==> src/rtl/sr_ctrl_pkg.sv <==
// Shared definitions for the configuration shift-register sequencer.
//
// Contents:
//   sr_state_t      - sequencer state encoding
//   PHASES_PER_BIT  - phases per shifted bit (SETUP, CK1, GAP, CK2)
//   CNT_W_DEF       - default bit-count width
//   DIV_W_DEF       - default phase-divider width
//   slot_cycles()   - clocks taken by one bit slot for a given divider
package sr_ctrl_pkg;

    localparam int PHASES_PER_BIT = 4;
    localparam int CNT_W_DEF      = 16;
    localparam int DIV_W_DEF      = 8;

    typedef enum logic [3:0] {
        IDLE     = 4'd0,
        FETCH    = 4'd1,
        SETUP    = 4'd2,
        CK1      = 4'd3,
        GAP      = 4'd4,
        CK2      = 4'd5,
        GAP_END  = 4'd6,
        LOAD     = 4'd7,
        RB_SETUP = 4'd8,
        RB_CK1   = 4'd9,
        RB_GAP   = 4'd10,
        RB_CK2   = 4'd11,
        DONE     = 4'd12
    } sr_state_t;

    function automatic int unsigned slot_cycles(input int unsigned div_val);
        return PHASES_PER_BIT * (div_val + 1);
    endfunction

endpackage

==> src/rtl/sr_config_ctrl_if.sv <==
// Host-side bundle of the configuration sequencer: transfer request,
// parameters, status and the first-word-fall-through byte FIFO.
//
// Signals:
//   start, abort      - transfer request / immediate termination
//   nbits, div        - bit count and phase divider, latched at start
//   fifo_data         - head byte of the host FIFO
//   fifo_empty        - host FIFO empty
//   fifo_rd_en        - one-cycle pop of the host FIFO
//   busy, done        - transfer in progress / completion pulse
// Modports: master (host side), slave (sequencer side).
interface sr_config_ctrl_if
    import sr_ctrl_pkg::*;
#(
    parameter int CNT_W = CNT_W_DEF,
    parameter int DIV_W = DIV_W_DEF
);
    logic             start;
    logic             abort;
    logic [CNT_W-1:0] nbits;
    logic [DIV_W-1:0] div;
    logic [7:0]       fifo_data;
    logic             fifo_empty;
    logic             fifo_rd_en;
    logic             busy;
    logic             done;

    modport master (
        output start, abort, nbits, div, fifo_data, fifo_empty,
        input  fifo_rd_en, busy, done
    );

    modport slave (
        input  start, abort, nbits, div, fifo_data, fifo_empty,
        output fifo_rd_en, busy, done
    );
endinterface

==> src/rtl/sr_phase_timer.sv <==
// Phase-length timer: a down-counter reloaded at every phase entry.
// The count sits at zero (its terminal value) until the next load, so a
// phase lasts load_val+1 clocks.
//
// Ports:
//   clock, reset  - system clock, asynchronous active-high reset
//   load          - reload the counter with load_val
//   load_val      - phase length minus one
//   phase_end     - high while the counter is at its terminal value
module sr_phase_timer
    import sr_ctrl_pkg::*;
#(
    parameter int DIV_W = DIV_W_DEF
) (
    input  logic             clock,
    input  logic             reset,
    input  logic             load,
    input  logic [DIV_W-1:0] load_val,
    output logic             phase_end
);

    logic [DIV_W-1:0] count_q;

    always_ff @(posedge clock or posedge reset) begin
        if (reset) begin
            count_q <= '0;
        end else if (load) begin
            count_q <= load_val;
        end else if (count_q != '0) begin
            count_q <= count_q - 1'b1;
        end
    end

    assign phase_end = (count_q == '0);

endmodule

==> src/rtl/sr_config_ctrl.sv <==
// Configuration shift-register sequencer. Pulls bytes from the host FIFO
// and shifts them MSB-first into the chip SR using two non-overlapping
// clocks, then strobes the SR load line.
//
// Optional feature: define SR_CTRL_READBACK_EN to add a readback pass of
// nbits clock slots (sr_sin held low) after LOAD, flagged by rb_active.
// Without it the readback states are absent and rb_active is tied low.
//
// Ports:
//   clock, reset      - system clock, asynchronous active-high reset
//   host              - host bundle (slave side of sr_config_ctrl_if)
//   sr_ck1, sr_ck2    - non-overlapping SR clocks (registered)
//   sr_sin            - SR serial data (registered)
//   sr_ld             - SR load strobe (registered)
//   rb_active         - readback pass in progress (registered)
//
// state    | meaning
// ---------+----------------------------------------------------------
// IDLE     | waiting for start
// FETCH    | waiting for / popping the next FIFO byte
// SETUP    | data bit driven, both clocks low
// CK1      | sr_ck1 high
// GAP      | both clocks low between CK1 and CK2
// CK2      | sr_ck2 high; bit retired at phase end
// GAP_END  | settling phase after the last bit
// LOAD     | sr_ld high for one phase
// RB_*     | readback slot phases, sr_sin low (readback build only)
// DONE     | one-cycle completion
module sr_config_ctrl
    import sr_ctrl_pkg::*;
#(
    parameter int CNT_W = CNT_W_DEF,
    parameter int DIV_W = DIV_W_DEF
) (
    input  logic            clock,
    input  logic            reset,
    sr_config_ctrl_if.slave host,
    output logic            sr_ck1,
    output logic            sr_ck2,
    output logic            sr_sin,
    output logic            sr_ld,
    output logic            rb_active
);

    sr_state_t        state_q, state_d;
    logic [DIV_W-1:0] div_q, div_d;
    logic [CNT_W-1:0] bits_left_q, bits_left_d;
    logic [7:0]       byte_q, byte_d;
    logic [2:0]       byte_cnt_q, byte_cnt_d;
    logic             pop;
    logic             phase_end;
    logic             timer_load;
    logic             ck1_d, ck2_d, sin_d, ld_d, busy_d, done_d;
    logic             busy_q, done_q;
`ifdef SR_CTRL_READBACK_EN
    logic [CNT_W-1:0] nbits_q, nbits_d;
    logic             rb_d;
`endif

    // Every state change starts a fresh phase; FETCH stalls do not need
    // the timer, so reloading only on a change is sufficient.
    assign timer_load = (state_d != state_q);

    sr_phase_timer #(.DIV_W(DIV_W)) u_phase_timer (
        .clock     (clock),
        .reset     (reset),
        .load      (timer_load),
        .load_val  (div_d),
        .phase_end (phase_end)
    );

    always_comb begin
        state_d     = state_q;
        div_d       = div_q;
        bits_left_d = bits_left_q;
        byte_d      = byte_q;
        byte_cnt_d  = byte_cnt_q;
        pop         = 1'b0;
`ifdef SR_CTRL_READBACK_EN
        nbits_d     = nbits_q;
`endif
        case (state_q)
            IDLE: begin
                if (host.start) begin
                    div_d       = host.div;
                    bits_left_d = host.nbits;
`ifdef SR_CTRL_READBACK_EN
                    nbits_d     = host.nbits;
`endif
                    state_d     = (host.nbits == '0) ? DONE : FETCH;
                end
            end
            FETCH: begin
                if (!host.fifo_empty) begin
                    byte_d     = host.fifo_data;
                    byte_cnt_d = 3'd7;
                    pop        = 1'b1;
                    state_d    = SETUP;
                end
            end
            SETUP:   if (phase_end) state_d = CK1;
            CK1:     if (phase_end) state_d = GAP;
            GAP:     if (phase_end) state_d = CK2;
            CK2: begin
                if (phase_end) begin
                    if (bits_left_q != '0) begin
                        bits_left_d = bits_left_q - 1'b1;
                    end
                    byte_d = {byte_q[6:0], 1'b0};
                    if (bits_left_q <= CNT_W'(1)) begin
                        state_d = GAP_END;
                    end else if (byte_cnt_q == 3'd0) begin
                        state_d = FETCH;
                    end else begin
                        byte_cnt_d = byte_cnt_q - 1'b1;
                        state_d    = SETUP;
                    end
                end
            end
            GAP_END: if (phase_end) state_d = LOAD;
            LOAD: begin
                if (phase_end) begin
`ifdef SR_CTRL_READBACK_EN
                    bits_left_d = nbits_q;
                    state_d     = RB_SETUP;
`else
                    state_d     = DONE;
`endif
                end
            end
`ifdef SR_CTRL_READBACK_EN
            RB_SETUP: if (phase_end) state_d = RB_CK1;
            RB_CK1:   if (phase_end) state_d = RB_GAP;
            RB_GAP:   if (phase_end) state_d = RB_CK2;
            RB_CK2: begin
                if (phase_end) begin
                    if (bits_left_q != '0) begin
                        bits_left_d = bits_left_q - 1'b1;
                    end
                    state_d = (bits_left_q <= CNT_W'(1)) ? DONE : RB_SETUP;
                end
            end
`endif
            DONE:    state_d = IDLE;
            default: state_d = IDLE;
        endcase

        // Abort overrides everything, including a coincident start or pop.
        if (host.abort) begin
            state_d = IDLE;
            pop     = 1'b0;
        end
    end

    // Pin values are decoded from the next state and registered, so each
    // pin follows its state exactly and never glitches.
    always_comb begin
        ck1_d  = 1'b0;
        ck2_d  = 1'b0;
        ld_d   = 1'b0;
        sin_d  = sr_sin;
`ifdef SR_CTRL_READBACK_EN
        rb_d   = 1'b0;
`endif
        case (state_d)
            SETUP:      sin_d = byte_d[7];
            CK1:        ck1_d = 1'b1;
            CK2:        ck2_d = 1'b1;
            LOAD:       ld_d  = 1'b1;
            IDLE, DONE: sin_d = 1'b0;
`ifdef SR_CTRL_READBACK_EN
            RB_SETUP, RB_GAP: begin
                sin_d = 1'b0;
                rb_d  = 1'b1;
            end
            RB_CK1: begin
                sin_d = 1'b0;
                ck1_d = 1'b1;
                rb_d  = 1'b1;
            end
            RB_CK2: begin
                sin_d = 1'b0;
                ck2_d = 1'b1;
                rb_d  = 1'b1;
            end
`endif
            default: ;
        endcase
        busy_d = (state_d != IDLE);
        done_d = (state_d == DONE);
    end

    always_ff @(posedge clock or posedge reset) begin
        if (reset) begin
            state_q     <= IDLE;
            div_q       <= '0;
            bits_left_q <= '0;
            byte_q      <= '0;
            byte_cnt_q  <= '0;
            sr_ck1      <= 1'b0;
            sr_ck2      <= 1'b0;
            sr_sin      <= 1'b0;
            sr_ld       <= 1'b0;
            busy_q      <= 1'b0;
            done_q      <= 1'b0;
        end else begin
            state_q     <= state_d;
            div_q       <= div_d;
            bits_left_q <= bits_left_d;
            byte_q      <= byte_d;
            byte_cnt_q  <= byte_cnt_d;
            sr_ck1      <= ck1_d;
            sr_ck2      <= ck2_d;
            sr_sin      <= sin_d;
            sr_ld       <= ld_d;
            busy_q      <= busy_d;
            done_q      <= done_d;
        end
    end

`ifdef SR_CTRL_READBACK_EN
    always_ff @(posedge clock or posedge reset) begin
        if (reset) begin
            nbits_q   <= '0;
            rb_active <= 1'b0;
        end else begin
            nbits_q   <= nbits_d;
            rb_active <= rb_d;
        end
    end
`else
    assign rb_active = 1'b0;
`endif

    assign host.fifo_rd_en = pop;
    assign host.busy       = busy_q;
    assign host.done       = done_q;

endmodule

==> src/flat_wrapper.sv <==
// flat-port wrapper written by rule: the top's interface ports become plain ports
module sr_config_ctrl_flat import sr_ctrl_pkg::*;
#(
    parameter int CNT_W = CNT_W_DEF,
    parameter int DIV_W = DIV_W_DEF
)
  (clock, reset, sr_ck1, sr_ck2, sr_sin, sr_ld, rb_active, host_start, host_abort, host_nbits, host_div, host_fifo_data, host_fifo_empty, host_fifo_rd_en, host_busy, host_done);
  sr_config_ctrl_if #(.CNT_W(CNT_W), .DIV_W(DIV_W)) host_i ();
  input  logic clock;
  input  logic reset;
  output logic sr_ck1;
  output logic sr_ck2;
  output logic sr_sin;
  output logic sr_ld;
  output logic rb_active;
  input wire logic [$bits(host_i.start)-1:0] host_start;
  input wire logic [$bits(host_i.abort)-1:0] host_abort;
  input wire logic [$bits(host_i.nbits)-1:0] host_nbits;
  input wire logic [$bits(host_i.div)-1:0] host_div;
  input wire logic [$bits(host_i.fifo_data)-1:0] host_fifo_data;
  input wire logic [$bits(host_i.fifo_empty)-1:0] host_fifo_empty;
  output wire logic [$bits(host_i.fifo_rd_en)-1:0] host_fifo_rd_en;
  output wire logic [$bits(host_i.busy)-1:0] host_busy;
  output wire logic [$bits(host_i.done)-1:0] host_done;
  assign host_i.start = host_start;
  assign host_i.abort = host_abort;
  assign host_i.nbits = host_nbits;
  assign host_i.div = host_div;
  assign host_i.fifo_data = host_fifo_data;
  assign host_i.fifo_empty = host_fifo_empty;
  assign host_fifo_rd_en = host_i.fifo_rd_en;
  assign host_busy = host_i.busy;
  assign host_done = host_i.done;
  sr_config_ctrl #(.CNT_W(CNT_W), .DIV_W(DIV_W)) u_core (.clock(clock), .reset(reset), .host(host_i), .sr_ck1(sr_ck1), .sr_ck2(sr_ck2), .sr_sin(sr_sin), .sr_ld(sr_ld), .rb_active(rb_active));
endmodule
==> config.mk <==
export PLATFORM = sky130hd
export DESIGN_NAME = sr_config_ctrl_flat
export DESIGN_NICKNAME = d
export VERILOG_FILES = /design/src/rtl/sr_ctrl_pkg.sv /design/src/rtl/sr_config_ctrl_if.sv /design/src/rtl/sr_phase_timer.sv /design/src/rtl/sr_config_ctrl.sv /design/src/flat_wrapper.sv
export SDC_FILE = /design/constraint.sdc
export NUM_CORES = 1
export LEC_CHECK = 0
export ABC_AREA = 1
export CAP_MARGIN = 20
export CORE_ASPECT_RATIO = 1.2
export CORE_MARGIN = 2
export CORE_UTILIZATION = 59
export DETAILED_ROUTE_END_ITERATION = 7
export PLACE_DENSITY = 0.92
export SKIP_CTS_REPAIR_TIMING = 1
export SYNTH_ARGS = -nofsm -noshare
export SYNTH_HDL_FRONTEND = slang
export SYNTH_SLANG_ARGS = --single-unit
==> constraint.sdc <==
create_clock -name clock -period 4.9 [get_ports clock]
set_clock_uncertainty 0.1 [all_clocks]
set_input_delay 0.735 -clock clock [delete_from_list [all_inputs] [get_ports clock]]
set_output_delay 0.735 -clock clock [all_outputs]
set_load 0.02 [all_outputs]
==> results_dict.tcl <==
set metrics [dict create \
    syn_area_per_cell_um2 7.25 \
    antenna_found_initial 0 \
    outcome "finished, final reports clean" \
    num_rows 29 \
    finalCritPeriodShare 0.681 \
    synth_area_um2 3170 \
    pin_count 45 \
    rsz0062_at_grt "no" \
    arrival_ns 3.45 \
    via_count 3052 \
    htreeDepth 2 \
    syn2layout_area_growth_pct 18.7 \
    synth_top_area_cell "dfrtp_1" \
    path_class "reg2reg" \
    ys_seq_area_frac 0.418 \
    drive_above_1_share 0.0979 \
    synth_top_cell_area_share 0.418 \
    overflow 0 \
    grt_pass1_vias 2918 \
    cts.sinks 53 \
    critPathMaxStageDelay_ns 0.75 \
    n_antenna_cell 0 \
    critPathCaptureType "register" \
    period_minus_slack_ns 3.34 \
    port_buffers 43 \
    fp.dieH_um 84.3 \
    grt_use_total 0.257 \
    critPathSlowestCell "a21oi_2" \
    cts_tree "built" \
    path_clk_slew_ns 0.10 \
    globalplace.congestion 1.02 \
    yosys_warnings 0 \
    crit_chain "nor2_2 > nand2_1 > inv_2 > nand2_1 > a21oi_2 > inv_2 > a21oi_1 > a2bb2oi_1" \
    num-nets-final 522 \
    wirelength_um 7360 \
    tns_ns 0 \
    synthArstFlopShare 1.00 \
    cp.required_ns 5.01 \
    drtIter0Drc 226 \
    crit_fanout 23 \
    clk_latency_ns 0.30 \
    synth_most_common_cell "nand2_1" \
    finalSetupViolCount 0 \
    synth_common_cells "nand2_1 (117), nor2_1 (54), dfrtp_1 (53), inv_1 (47), o21ai_0 (30)" \
    drc 0 \
    postRouteAntennaNets 0 \
    grt_start_max_net_pins 54 \
    place_hpwl_um 5410 \
    tightest_slew_ns 0.917 \
    synthTopCellsByArea "dfrtp_1 (42%), nand2_1 (14%), nor2_1 (6.4%)" \
    synth_edf_count 0 \
    clockBufferDepth 2 \
    relSlewSlack 0.389 \
    cp-start-kind "register" \
    total_leakage_power_uw 0.00186 \
    hold_viol 0 \
    max-vdd-ir-drop_mv 0.173 \
    yosysUniqueCellTypes 38 \
    slew_violations 0 \
    syn-instance-count 437 \
    powerDensity_nw_per_um2 367 \
    dieArea_um2 5980 \
    grt_pass1_wl_um 12400 \
    cts_root_buf "clkbuf_8" \
    vias_per_cell 5.63 \
    hold_path_class "reg2reg" \
    nFillCells 398 \
    start_util 0.607 \
    synth_fp_nets 480 \
    synth-main-ff-cell "dfrtp_1" \
    cts_buffers 5 \
    clock.fmax_mhz 300 \
    avgRoutedWirePerCell_um 13.6 \
    max_cap_violations 0 \
    die_w_um 70.9 \
    final_core_util 0.720 \
    core_area_um2 5230 \
    ys_ff_latch 53 \
    dr.pass1.iters 5 \
]
-- registers in the layout, summed over array words and instances, names as in the netlist --
signal and flops:
u_core.bits_left_q 16, u_core.byte_q 8, u_core.div_q 8, u_core.u_phase_timer.count_q 8, u_core.state_q 4, u_core.byte_cnt_q 3
u_core.host.busy 1, u_core.host.done 1, u_core.sr_ck1 1, u_core.sr_ck2 1, u_core.sr_ld 1, u_core.sr_sin 1
-- where the power goes --
group / total (µW) / switching (µW) / internal (µW)
sequential: 612 / 69.6 / 543
clock: 310 / 143 / 167
combinational: 460 / 273 / 187
total: 1380 / 486 / 896
-- layer usage --
layer,GRT usage,vias up,routed length (µm)
li1,-,1474,-
met3,0.0420,23,358
met4,0.113,0,225
met2,0.450,121,3800
met5,0,-,0
met1,0.307,1434,2970
-- critical path, delay by kind of cell (launching register included) --
family / cells / cell delay [ns]
buffers and inverters: 2 / 0.72
AOI/OAI and AO/OA: 3 / 1.15
DFF: 1 / 0.47
and+or+nand+nor: 3 / 0.78
-- area by class of cell --
cell class,instances,area (µm²),area share
Timing Repair Buffer,44,450,0.120
Sequential cell,53,1330,0.353
Multi-Input combinational cell,311,1550,0.412
Clock inverter,1,30.0,0.00798
Inverter,64,240,0.0639
Clock buffer,7,86.3,0.0229
Tap cell,62,77.6,0.0206
-- logic make-up (layout without fill, tap and decap cells) --
group / after synthesis / after routing / share of synthesized area
AND/OR/NAND/NOR: 226 / 226 / 0.305
buffers and inverters: 73 / 116 / 0.0920
AO/OA/AOI/OAI: 69 / 69 / 0.135
flip-flops: 53 / 53 / 0.418
XOR/XNOR: 9 / 9 / 0.0249
adder cells (fa/ha/maj): 6 / 6 / 0.0237
other: 1 / 1 / 0.00118
-- cells in the final DEF, fill, tap and decap left out, types with 2 or more instances in the layout --
cell type,count
a21oi_1,8
a21oi_2,2
a22oi_1,2
a31oi_1,4
clkbuf_8,6
clkdlybuf4s50_1,43
clkinv_1,2
dfrtp_1,53
ha_1,6
inv_1,46
inv_2,16
nand2_1,117
nand2_2,5
nand3_1,21
nand3b_1,2
nand4_1,6
nor2_1,54
nor2_2,6
nor2_4,2
nor3_1,10
o211ai_1,2
o21ai_0,30
o21ai_1,4
o21ai_2,5
o221ai_1,6
or2_2,2
xor2_1,8
-- stage by stage --
step	std cells	total power [µW]	hold slack [ns]	setup WS, ns	area (µm²)
6_report	542	1380	0.390	1.56	3760
5_1_grt	542	1470	0.402	1.27	3760
4_1_cts	541	1380	0.388	1.58	3740
3_5_place_dp	533	1070	0.363	1.65	3630
3_3_place_gp	533	1050	0.360	1.84	3630
2_1_floorplan	437	955	0.334	2.78	3170
-- worst paths after layout --
kind | slack [ns] | end | from | cells after the start
max in group asynchronous | 3.56 | u_core.div_q[1] | reset | 3
max | 1.56 | u_core.bits_left_q[10] | u_core.state_q[3] | 8
min reg2reg | 0.39 | u_core.div_q[0] | u_core.div_q[0] | 2
min in group asynchronous | 0.61 | u_core.bits_left_q[2] | reset | 2
max reg2reg | 1.56 | u_core.bits_left_q[10] | u_core.state_q[3] | 8
min | 0.39 | u_core.div_q[0] | u_core.div_q[0] | 2
No activity file was read; power rests on OpenSTA's default activity.
